## src/rtl/uart_prog_loader_if.sv

```systemverilog
// Byte-stream input and memory-write output bundle for the UART program loader.
interface uart_prog_loader_if #(
    parameter int ADDR_WIDTH = 16,
    parameter int WORD_BYTES = 2
);
    logic                      start;
    logic                      rx_valid;
    logic [7:0]                rx_byte;
    logic [ADDR_WIDTH-1:0]     mem_addr;
    logic                      mem_wr;
    logic [8*WORD_BYTES-1:0]   mem_data;
    logic                      busy;
    logic                      done;
    logic                      error;
    logic [1:0]                err_code;
    logic [15:0]               word_count;

    modport master (
        output start, rx_valid, rx_byte,
        input  mem_addr, mem_wr, mem_data, busy, done, error, err_code, word_count
    );

    modport slave (
        input  start, rx_valid, rx_byte,
        output mem_addr, mem_wr, mem_data, busy, done, error, err_code, word_count
    );
endinterface

```

## src/rtl/uart_prog_loader.sv

```systemverilog
// Receives a length-framed, checksummed program image byte by byte and writes
// it word by word into memory from LOAD_BASE, holding the CPU off via busy.
module uart_prog_loader #(
    parameter int                    ADDR_WIDTH     = 16,
    parameter int                    WORD_BYTES     = 2,
    parameter logic [ADDR_WIDTH-1:0] LOAD_BASE      = 'h4000,
    parameter int                    MAX_WORDS      = 8192,
    parameter int                    TIMEOUT_CYCLES = 2_700_000
) (
    input  logic             clk,
    input  logic             rst,
    uart_prog_loader_if.slave bus
);
    localparam int WW   = 8 * WORD_BYTES;
    localparam int BUFW = (WORD_BYTES > 1) ? 8 * (WORD_BYTES - 1) : 8;
    localparam int BIW  = (WORD_BYTES > 1) ? $clog2(WORD_BYTES) : 1;
    localparam int TW   = (TIMEOUT_CYCLES > 1) ? $clog2(TIMEOUT_CYCLES + 1) : 1;

    typedef enum logic [2:0] {IDLE, LEN_HI, LEN_LO, DATA, CSUM} state_t;

    state_t                state_q, state_d;
    logic [15:0]           len_q, len_d;
    logic [7:0]            sum_q, sum_d;
    logic [BIW-1:0]        byte_idx_q, byte_idx_d;
    logic [BUFW-1:0]       word_buf_q, word_buf_d;
    logic [TW-1:0]         timer_q, timer_d;
    logic [ADDR_WIDTH-1:0] mem_addr_q, mem_addr_d;
    logic                  mem_wr_q, mem_wr_d;
    logic [WW-1:0]         mem_data_q, mem_data_d;
    logic                  busy_q, busy_d;
    logic                  done_q, done_d;
    logic                  error_q, error_d;
    logic [1:0]            err_code_q, err_code_d;
    logic [15:0]           word_count_q, word_count_d;

    logic [WW-1:0]         assembled;
    logic [15:0]           len_val;
    logic [7:0]            csum_total;
    logic [ADDR_WIDTH-1:0] word_addr;
    logic                  len_bad, word_last, last_word, timeout_hit;

    // Earlier bytes of the word sit in word_buf; the incoming byte is the LSB.
    generate
        if (WORD_BYTES > 1) begin : g_multi
            assign assembled = {word_buf_q, bus.rx_byte};
        end else begin : g_single
            assign assembled = bus.rx_byte;
        end
    endgenerate

    assign len_val     = {len_q[15:8], bus.rx_byte};
    assign len_bad     = (len_val == 16'd0) || (32'(len_val) > MAX_WORDS);
    assign word_last   = (byte_idx_q == BIW'(WORD_BYTES - 1));
    assign last_word   = ((word_count_q + 16'd1) == len_q);
    assign csum_total  = sum_q + bus.rx_byte;
    assign word_addr   = LOAD_BASE + ADDR_WIDTH'(32'(word_count_q) * WORD_BYTES);
    // Fires on the edge at which TIMEOUT_CYCLES idle cycles have elapsed since the last byte.
    assign timeout_hit = (TIMEOUT_CYCLES != 0) && busy_q && !bus.start && !bus.rx_valid
                         && (timer_q == TW'(TIMEOUT_CYCLES - 1));

    always_ff @(posedge clk or posedge rst) begin
        if (rst) begin
            state_q      <= IDLE;
            len_q        <= '0;
            sum_q        <= '0;
            byte_idx_q   <= '0;
            word_buf_q   <= '0;
            timer_q      <= '0;
            mem_addr_q   <= LOAD_BASE;
            mem_wr_q     <= 1'b0;
            mem_data_q   <= '0;
            busy_q       <= 1'b0;
            done_q       <= 1'b0;
            error_q      <= 1'b0;
            err_code_q   <= 2'd0;
            word_count_q <= '0;
        end else begin
            state_q      <= state_d;
            len_q        <= len_d;
            sum_q        <= sum_d;
            byte_idx_q   <= byte_idx_d;
            word_buf_q   <= word_buf_d;
            timer_q      <= timer_d;
            mem_addr_q   <= mem_addr_d;
            mem_wr_q     <= mem_wr_d;
            mem_data_q   <= mem_data_d;
            busy_q       <= busy_d;
            done_q       <= done_d;
            error_q      <= error_d;
            err_code_q   <= err_code_d;
            word_count_q <= word_count_d;
        end
    end

    always_comb begin
        state_d = state_q;
        if (bus.start) begin
            state_d = LEN_HI;
        end else if (timeout_hit) begin
            state_d = IDLE;
        end else if (bus.rx_valid) begin
            case (state_q)
                LEN_HI:  state_d = LEN_LO;
                LEN_LO:  state_d = len_bad ? IDLE : DATA;
                DATA:    if (word_last && last_word) state_d = CSUM;
                CSUM:    state_d = IDLE;
                default: state_d = state_q;
            endcase
        end
    end

    always_comb begin
        len_d        = len_q;
        sum_d        = sum_q;
        byte_idx_d   = byte_idx_q;
        word_buf_d   = word_buf_q;
        mem_addr_d   = mem_addr_q;
        mem_wr_d     = 1'b0;
        mem_data_d   = mem_data_q;
        busy_d       = busy_q;
        done_d       = 1'b0;
        error_d      = error_q;
        err_code_d   = err_code_q;
        word_count_d = word_count_q;
        timer_d      = (bus.start || bus.rx_valid) ? '0 : (busy_q ? timer_q + TW'(1) : timer_q);

        // start outranks everything, so a coincident byte or partial word is dropped.
        if (bus.start) begin
            busy_d       = 1'b1;
            error_d      = 1'b0;
            err_code_d   = 2'd0;
            word_count_d = '0;
            sum_d        = '0;
            byte_idx_d   = '0;
        end else if (timeout_hit) begin
            busy_d     = 1'b0;
            error_d    = 1'b1;
            err_code_d = 2'd3;
        end else if (bus.rx_valid) begin
            case (state_q)
                LEN_HI: begin
                    len_d[15:8] = bus.rx_byte;
                    sum_d       = csum_total;
                end
                LEN_LO: begin
                    len_d = len_val;
                    sum_d = csum_total;
                    if (len_bad) begin
                        busy_d     = 1'b0;
                        error_d    = 1'b1;
                        err_code_d = 2'd1;
                    end
                end
                DATA: begin
                    sum_d      = csum_total;
                    word_buf_d = assembled[BUFW-1:0];
                    if (word_last) begin
                        byte_idx_d   = '0;
                        mem_wr_d     = 1'b1;
                        mem_addr_d   = word_addr;
                        mem_data_d   = assembled;
                        word_count_d = word_count_q + 16'd1;
                    end else begin
                        byte_idx_d = byte_idx_q + BIW'(1);
                    end
                end
                CSUM: begin
                    busy_d = 1'b0;
                    if (csum_total == 8'd0) begin
                        done_d = 1'b1;
                    end else begin
                        error_d    = 1'b1;
                        err_code_d = 2'd2;
                    end
                end
                default: begin
                end
            endcase
        end
    end

    assign bus.mem_addr   = mem_addr_q;
    assign bus.mem_wr     = mem_wr_q;
    assign bus.mem_data   = mem_data_q;
    assign bus.busy       = busy_q;
    assign bus.done       = done_q;
    assign bus.error      = error_q;
    assign bus.err_code   = err_code_q;
    assign bus.word_count = word_count_q;
endmodule

```

## src/flat_wrapper.sv

```systemverilog
// flat-port wrapper written by rule: the top's interface ports become plain ports
module uart_prog_loader_flat 
#(
    parameter int                    ADDR_WIDTH     = 16,
    parameter int                    WORD_BYTES     = 2,
    parameter logic [ADDR_WIDTH-1:0] LOAD_BASE      = 'h4000,
    parameter int                    MAX_WORDS      = 8192,
    parameter int                    TIMEOUT_CYCLES = 2_700_000
)
  (clk, rst, bus_start, bus_rx_valid, bus_rx_byte, bus_mem_addr, bus_mem_wr, bus_mem_data, bus_busy, bus_done, bus_error, bus_err_code, bus_word_count);
  uart_prog_loader_if #(.ADDR_WIDTH(ADDR_WIDTH), .WORD_BYTES(WORD_BYTES)) bus_i ();
  input  logic clk;
  input  logic rst;
  input wire logic [$bits(bus_i.start)-1:0] bus_start;
  input wire logic [$bits(bus_i.rx_valid)-1:0] bus_rx_valid;
  input wire logic [$bits(bus_i.rx_byte)-1:0] bus_rx_byte;
  output wire logic [$bits(bus_i.mem_addr)-1:0] bus_mem_addr;
  output wire logic [$bits(bus_i.mem_wr)-1:0] bus_mem_wr;
  output wire logic [$bits(bus_i.mem_data)-1:0] bus_mem_data;
  output wire logic [$bits(bus_i.busy)-1:0] bus_busy;
  output wire logic [$bits(bus_i.done)-1:0] bus_done;
  output wire logic [$bits(bus_i.error)-1:0] bus_error;
  output wire logic [$bits(bus_i.err_code)-1:0] bus_err_code;
  output wire logic [$bits(bus_i.word_count)-1:0] bus_word_count;
  assign bus_i.start = bus_start;
  assign bus_i.rx_valid = bus_rx_valid;
  assign bus_i.rx_byte = bus_rx_byte;
  assign bus_mem_addr = bus_i.mem_addr;
  assign bus_mem_wr = bus_i.mem_wr;
  assign bus_mem_data = bus_i.mem_data;
  assign bus_busy = bus_i.busy;
  assign bus_done = bus_i.done;
  assign bus_error = bus_i.error;
  assign bus_err_code = bus_i.err_code;
  assign bus_word_count = bus_i.word_count;
  uart_prog_loader #(.ADDR_WIDTH(ADDR_WIDTH), .WORD_BYTES(WORD_BYTES), .LOAD_BASE(LOAD_BASE), .MAX_WORDS(MAX_WORDS), .TIMEOUT_CYCLES(TIMEOUT_CYCLES)) u_core (.clk(clk), .rst(rst), .bus(bus_i));
endmodule
```

## config.mk

```make
export PLATFORM = sky130hd
export DESIGN_NAME = uart_prog_loader_flat
export DESIGN_NICKNAME = d
export VERILOG_FILES = /design/src/rtl/uart_prog_loader_if.sv /design/src/rtl/uart_prog_loader.sv /design/src/flat_wrapper.sv
export SDC_FILE = /design/constraint.sdc
export NUM_CORES = 1
export LEC_CHECK = 0
export ABC_AREA = 0
export CORE_MARGIN = 2
export CORE_UTILIZATION = 53
export CTS_BUF_LIST = sky130_fd_sc_hd__clkbuf_8
export DETAILED_ROUTE_END_ITERATION = 7
export PLACE_DENSITY = 0.77
export SLEW_MARGIN = 20
export SYNTH_ARGS = -nofsm -noshare
export SYNTH_HDL_FRONTEND = slang
export SYNTH_SLANG_ARGS = --single-unit
```

## constraint.sdc

```tcl
create_clock -name clk -period 3.1 [get_ports clk]
set_input_delay 0.31 -clock clk [delete_from_list [all_inputs] [get_ports clk]]
set_output_delay 0.31 -clock clk [all_outputs]
set_load 0.02 [all_outputs]
```

==> reports/qor.yml, run 1 <==
yosys:
  dominantRegCellSynth: "dfrtp_1"
  synth_seq_area_share_pct: 48.77
  synthTopCellsByArea: "dfrtp_1 (48%), mux2_2 (6.3%), xor2_1 (4.8%)"
  post-synth-top-count-cell: "dfrtp_1"
  postSynth.asyncResetShare_pct: 100.0
  postSynthRegisterBits: 111
  synth_top_area_share_pct: 48.31
  netlist_top_cells_count: "dfrtp_1 (110), nand2_1 (58), nor2_1 (47), mux2_2 (32), xor2_1 (31)"
  synth.net_count: 554
  synth_largest_area_cell: "dfrtp_1"
  syn_avg_cell_area_sq_um: 10.73
  netlist_area_sq_mm: 0.005698
  synth_enable_flop_cells: 0
  synth-warning-count: 0
  netlist_instances: 531
  synth.lib_cells_used.distinct: 67
route:
  drtIter0Drc: 212
  num_vias: 4116
  drc: 0
  avgViaCountPerCell: 5.631
  routed.top_layer: "met4"
  wl_per_cell_um: 16.52
  postRouteAntennaNets: 0
  wl_met3_um: 411
  drt-total-wl_mm: 12.07
  wl_met2_mm: 6.099
  route.layer.met1.wl_mm: 5.377
  drt_pass1_iterations: 4
grt:
  globalRouteOverflowTotal: 0
  total_global_routing_track_utilization_pct: 22.43
  initial_antenna_violation_count: 0
  maximum_number_of_pins_on_one_net_before_global_route_repair: 61
  grt_pass1_vias: 4160
  wire_length_of_the_first_global_routing_pass_mm: 20.60
floorplan:
  effective_utilization_at_floorplan_pct: 54.95
  row_count: 37
  die_h_um: 107.7
  ioPinCount: 66
  dieArea_sq_mm: 0.01160
  core_region_sq_mm: 0.01037
  dieWidth_um: 107.7
timing:
  worst_slack_ns: 0.3003
  post_route_minimum_period_ns: 2.800
  timing_max_transition_violations_final: 0
  setup_violating_endpoint_count_in_the_final_report: 0
  finalHoldWorstSlack_ns: 0.3213
  final.setup_skew_ns: 0.006176
  maxClockFrequency_ghz: 0.3572
  max-slew-margin-rel_pct: 42.36
  max_slew.worst_pin.slew_ns: 0.8580
  period_share_pct: 90.31
  grt_setup_unrepaired: "no"
  final-hold-violation-count: 0
worst_setup_path:
  worstSetupEndpointType: "flip-flop"
  path_class: "input pin to flip-flop"
  required_ns: 3.38
  timing.critical_path.arrival_ns: 3.08
  r2r_start: "u_core.sum_q[0]"
  rr_endpoint: "u_core.bus.err_code[0]"
  r2r_slack_ns: 0.30
  biggest_fanout_along_the_worst_timing_path: 3
  critPathLaunchType: "input pin"
  critPathLaunch: "bus_rx_byte[0]"
  worst-r2r-cell-count: 8
cts:
  cts.sinks: 111
  clock_slew_at_the_register_clock_pins_of_the_worst_setup_and_hold_paths_ns: 0.10
  clock_tree_from_tritoncts: "yes"
  ctsRootBufferMaster: "clkbuf_8"
  cts_h_tree_lvls: 3
  ctsResizeCount: 0
  post_cts_hold_buffer_count: 0
  post_cts.repair.setup_buffers: 0
  insertion_delay_ns: 0.36
  cts-root-to-sink-buffers: 2
  clock_buffers_created_by_tritoncts: 9
final_layout:
  layout.core_utilization_pct: 63.90
  fill_cells: 839
  multiInputGateArea_sq_mm: 0.002663
  ant_diodes: 0
  final_cells: 731
  register_area_sq_mm: 0.002779
  net_count_of_the_finished_layout: 613
  syn2layout_area_growth_pct: 16.29
  drive_above_1_share_pct: 13.61
pwr:
  total_power_uw: 3661
  vdd_drop_max_uv: 417.7
  power_density_mw_per_mm2: 552.4
  cellLeakagePower_uw: 0.002906
placed_design:
  globalplace.congestion: 0.8577
  portBuffers: 64
  final_hpwl_from_detailed_placement_mm: 8.792
  post-place-ws_ns: -0.1033
  dp_cells: 715
outcome:
  run_status: "completed"
hold_path:
  min-delay-path-class: "input pin to async pin"
job:
  max_cap_viol_count: 0
-- routing by layer --
metal | up-vias | global-route usage, %
met3 | 15 | 2.663
met2 | 75 | 38.81
met4 | 0 | 7.234
li1 | 1979 | -
met5 | - | 0
met1 | 2047 | 29.38
-- cell families (layout without fill, tap and decap cells) --
logic type | count (synthesis) | in the layout | share of synthesized area, %
simple gates | 199 | 199 | 17.61
compound gates | 57 | 57 | 7.114
buf+inv | 43 | 107 | 4.501
flops | 111 | 111 | 48.77
mux | 46 | 46 | 9.069
xor+xnor | 63 | 63 | 10.32
other cells | 1 | 1 | 0.06581
fa+ha+maj | 11 | 11 | 2.547
-- power breakdown --
part	leakage (uW)	internal [uW]	switching, uW
Sequential	0.00148	1680	185
Clock	0.0000948	304	510
Combinational	0.00133	512	471
-- worst max-delay path, cell delays in order --
cell and delay [ns]:
clkdlybuf4s50_1 0.43, ha_1 0.23, fa_1 0.43, a21o_1 0.18, a21oi_1 0.18, xnor2_1 0.10, or4b_1 0.51, or4_1 0.46
a221oi_2 0.25
-- cell usage in the layout, fill, tap and decap left out, types with 13 or more instances in the layout --
cell type and count:
dfrtp_1 110, clkdlybuf4s50_1 64, nand2_1 58, nor2_1 47, mux2_2 32, xor2_1 31
xnor2_1 29, nand3_1 20, buf_4 20, nand4_1 17, mux2_1 13
-- registers in the layout, indices dropped and copies added, names as in the netlist, 2 cells and up --
register               flops
u_core.bus.err_code        2
u_core.bus.mem_addr       15
u_core.bus.mem_data       16
u_core.bus.word_count     16
u_core.len_q              16
u_core.state_q             3
u_core.sum_q               8
u_core.timer_q            22
u_core.word_buf_q          8
-- how the worst max path moves through the flow --
stage / end / slack (ns) / depth (start not counted)
after floorplan: u_core.bus.err_code[0] / 0.45 / 8
after global placement: u_core.bus.err_code[0] / -0.01 / 9
after detailed placement: u_core.bus.err_code[0] / -0.10 / 9
after CTS: u_core.bus.err_code[0] / 0.29 / 8
after global routing: u_core.bus.err_code[0] / 0.16 / 8
final: u_core.bus.err_code[0] / 0.30 / 9
-- per-stage QoR --
step                area (sq um)   TNS, ns
finish                      6626         0
global route                6626         0
CTS                         6626         0
detailed placement          6449   -0.1788
global placement            6449  -0.01474
floorplan                   5702         0
-- cell type report --
type                       instances  share of cell area [%]
inverter                           6                  0.3965
clock buffer                       9                   1.869
timing repair buffer              85                   12.24
multi-input combinational        377                   40.18
clock inverter                     7                  0.8119
sequential                       111                   41.94
tap                              136                   2.568
Power figures use the tool's default switching activity.
==> run 2: changes to the inputs <==
--- a/config.mk
+++ b/config.mk
@@ -10,7 +10,9 @@
 export CORE_UTILIZATION = 53
 export CTS_BUF_LIST = sky130_fd_sc_hd__clkbuf_8
 export DETAILED_ROUTE_END_ITERATION = 7
+export HOLD_SLACK_MARGIN = 0.05
 export PLACE_DENSITY = 0.77
+export SKIP_CTS_REPAIR_TIMING = 1
 export SLEW_MARGIN = 20
 export SYNTH_ARGS = -nofsm -noshare
 export SYNTH_HDL_FRONTEND = slang
==> results of run 2 <==
Final layout, timing and power as in run 1 (identical DEF).
==> run 3: changes to the inputs <==
--- a/config.mk
+++ b/config.mk
@@ -13,7 +13,6 @@
 export HOLD_SLACK_MARGIN = 0.05
 export PLACE_DENSITY = 0.77
 export SKIP_CTS_REPAIR_TIMING = 1
-export SLEW_MARGIN = 20
 export SYNTH_ARGS = -nofsm -noshare
 export SYNTH_HDL_FRONTEND = slang
 export SYNTH_SLANG_ARGS = --single-unit
==> results of run 3 <==
Final layout, timing and power as in run 1 (identical DEF).
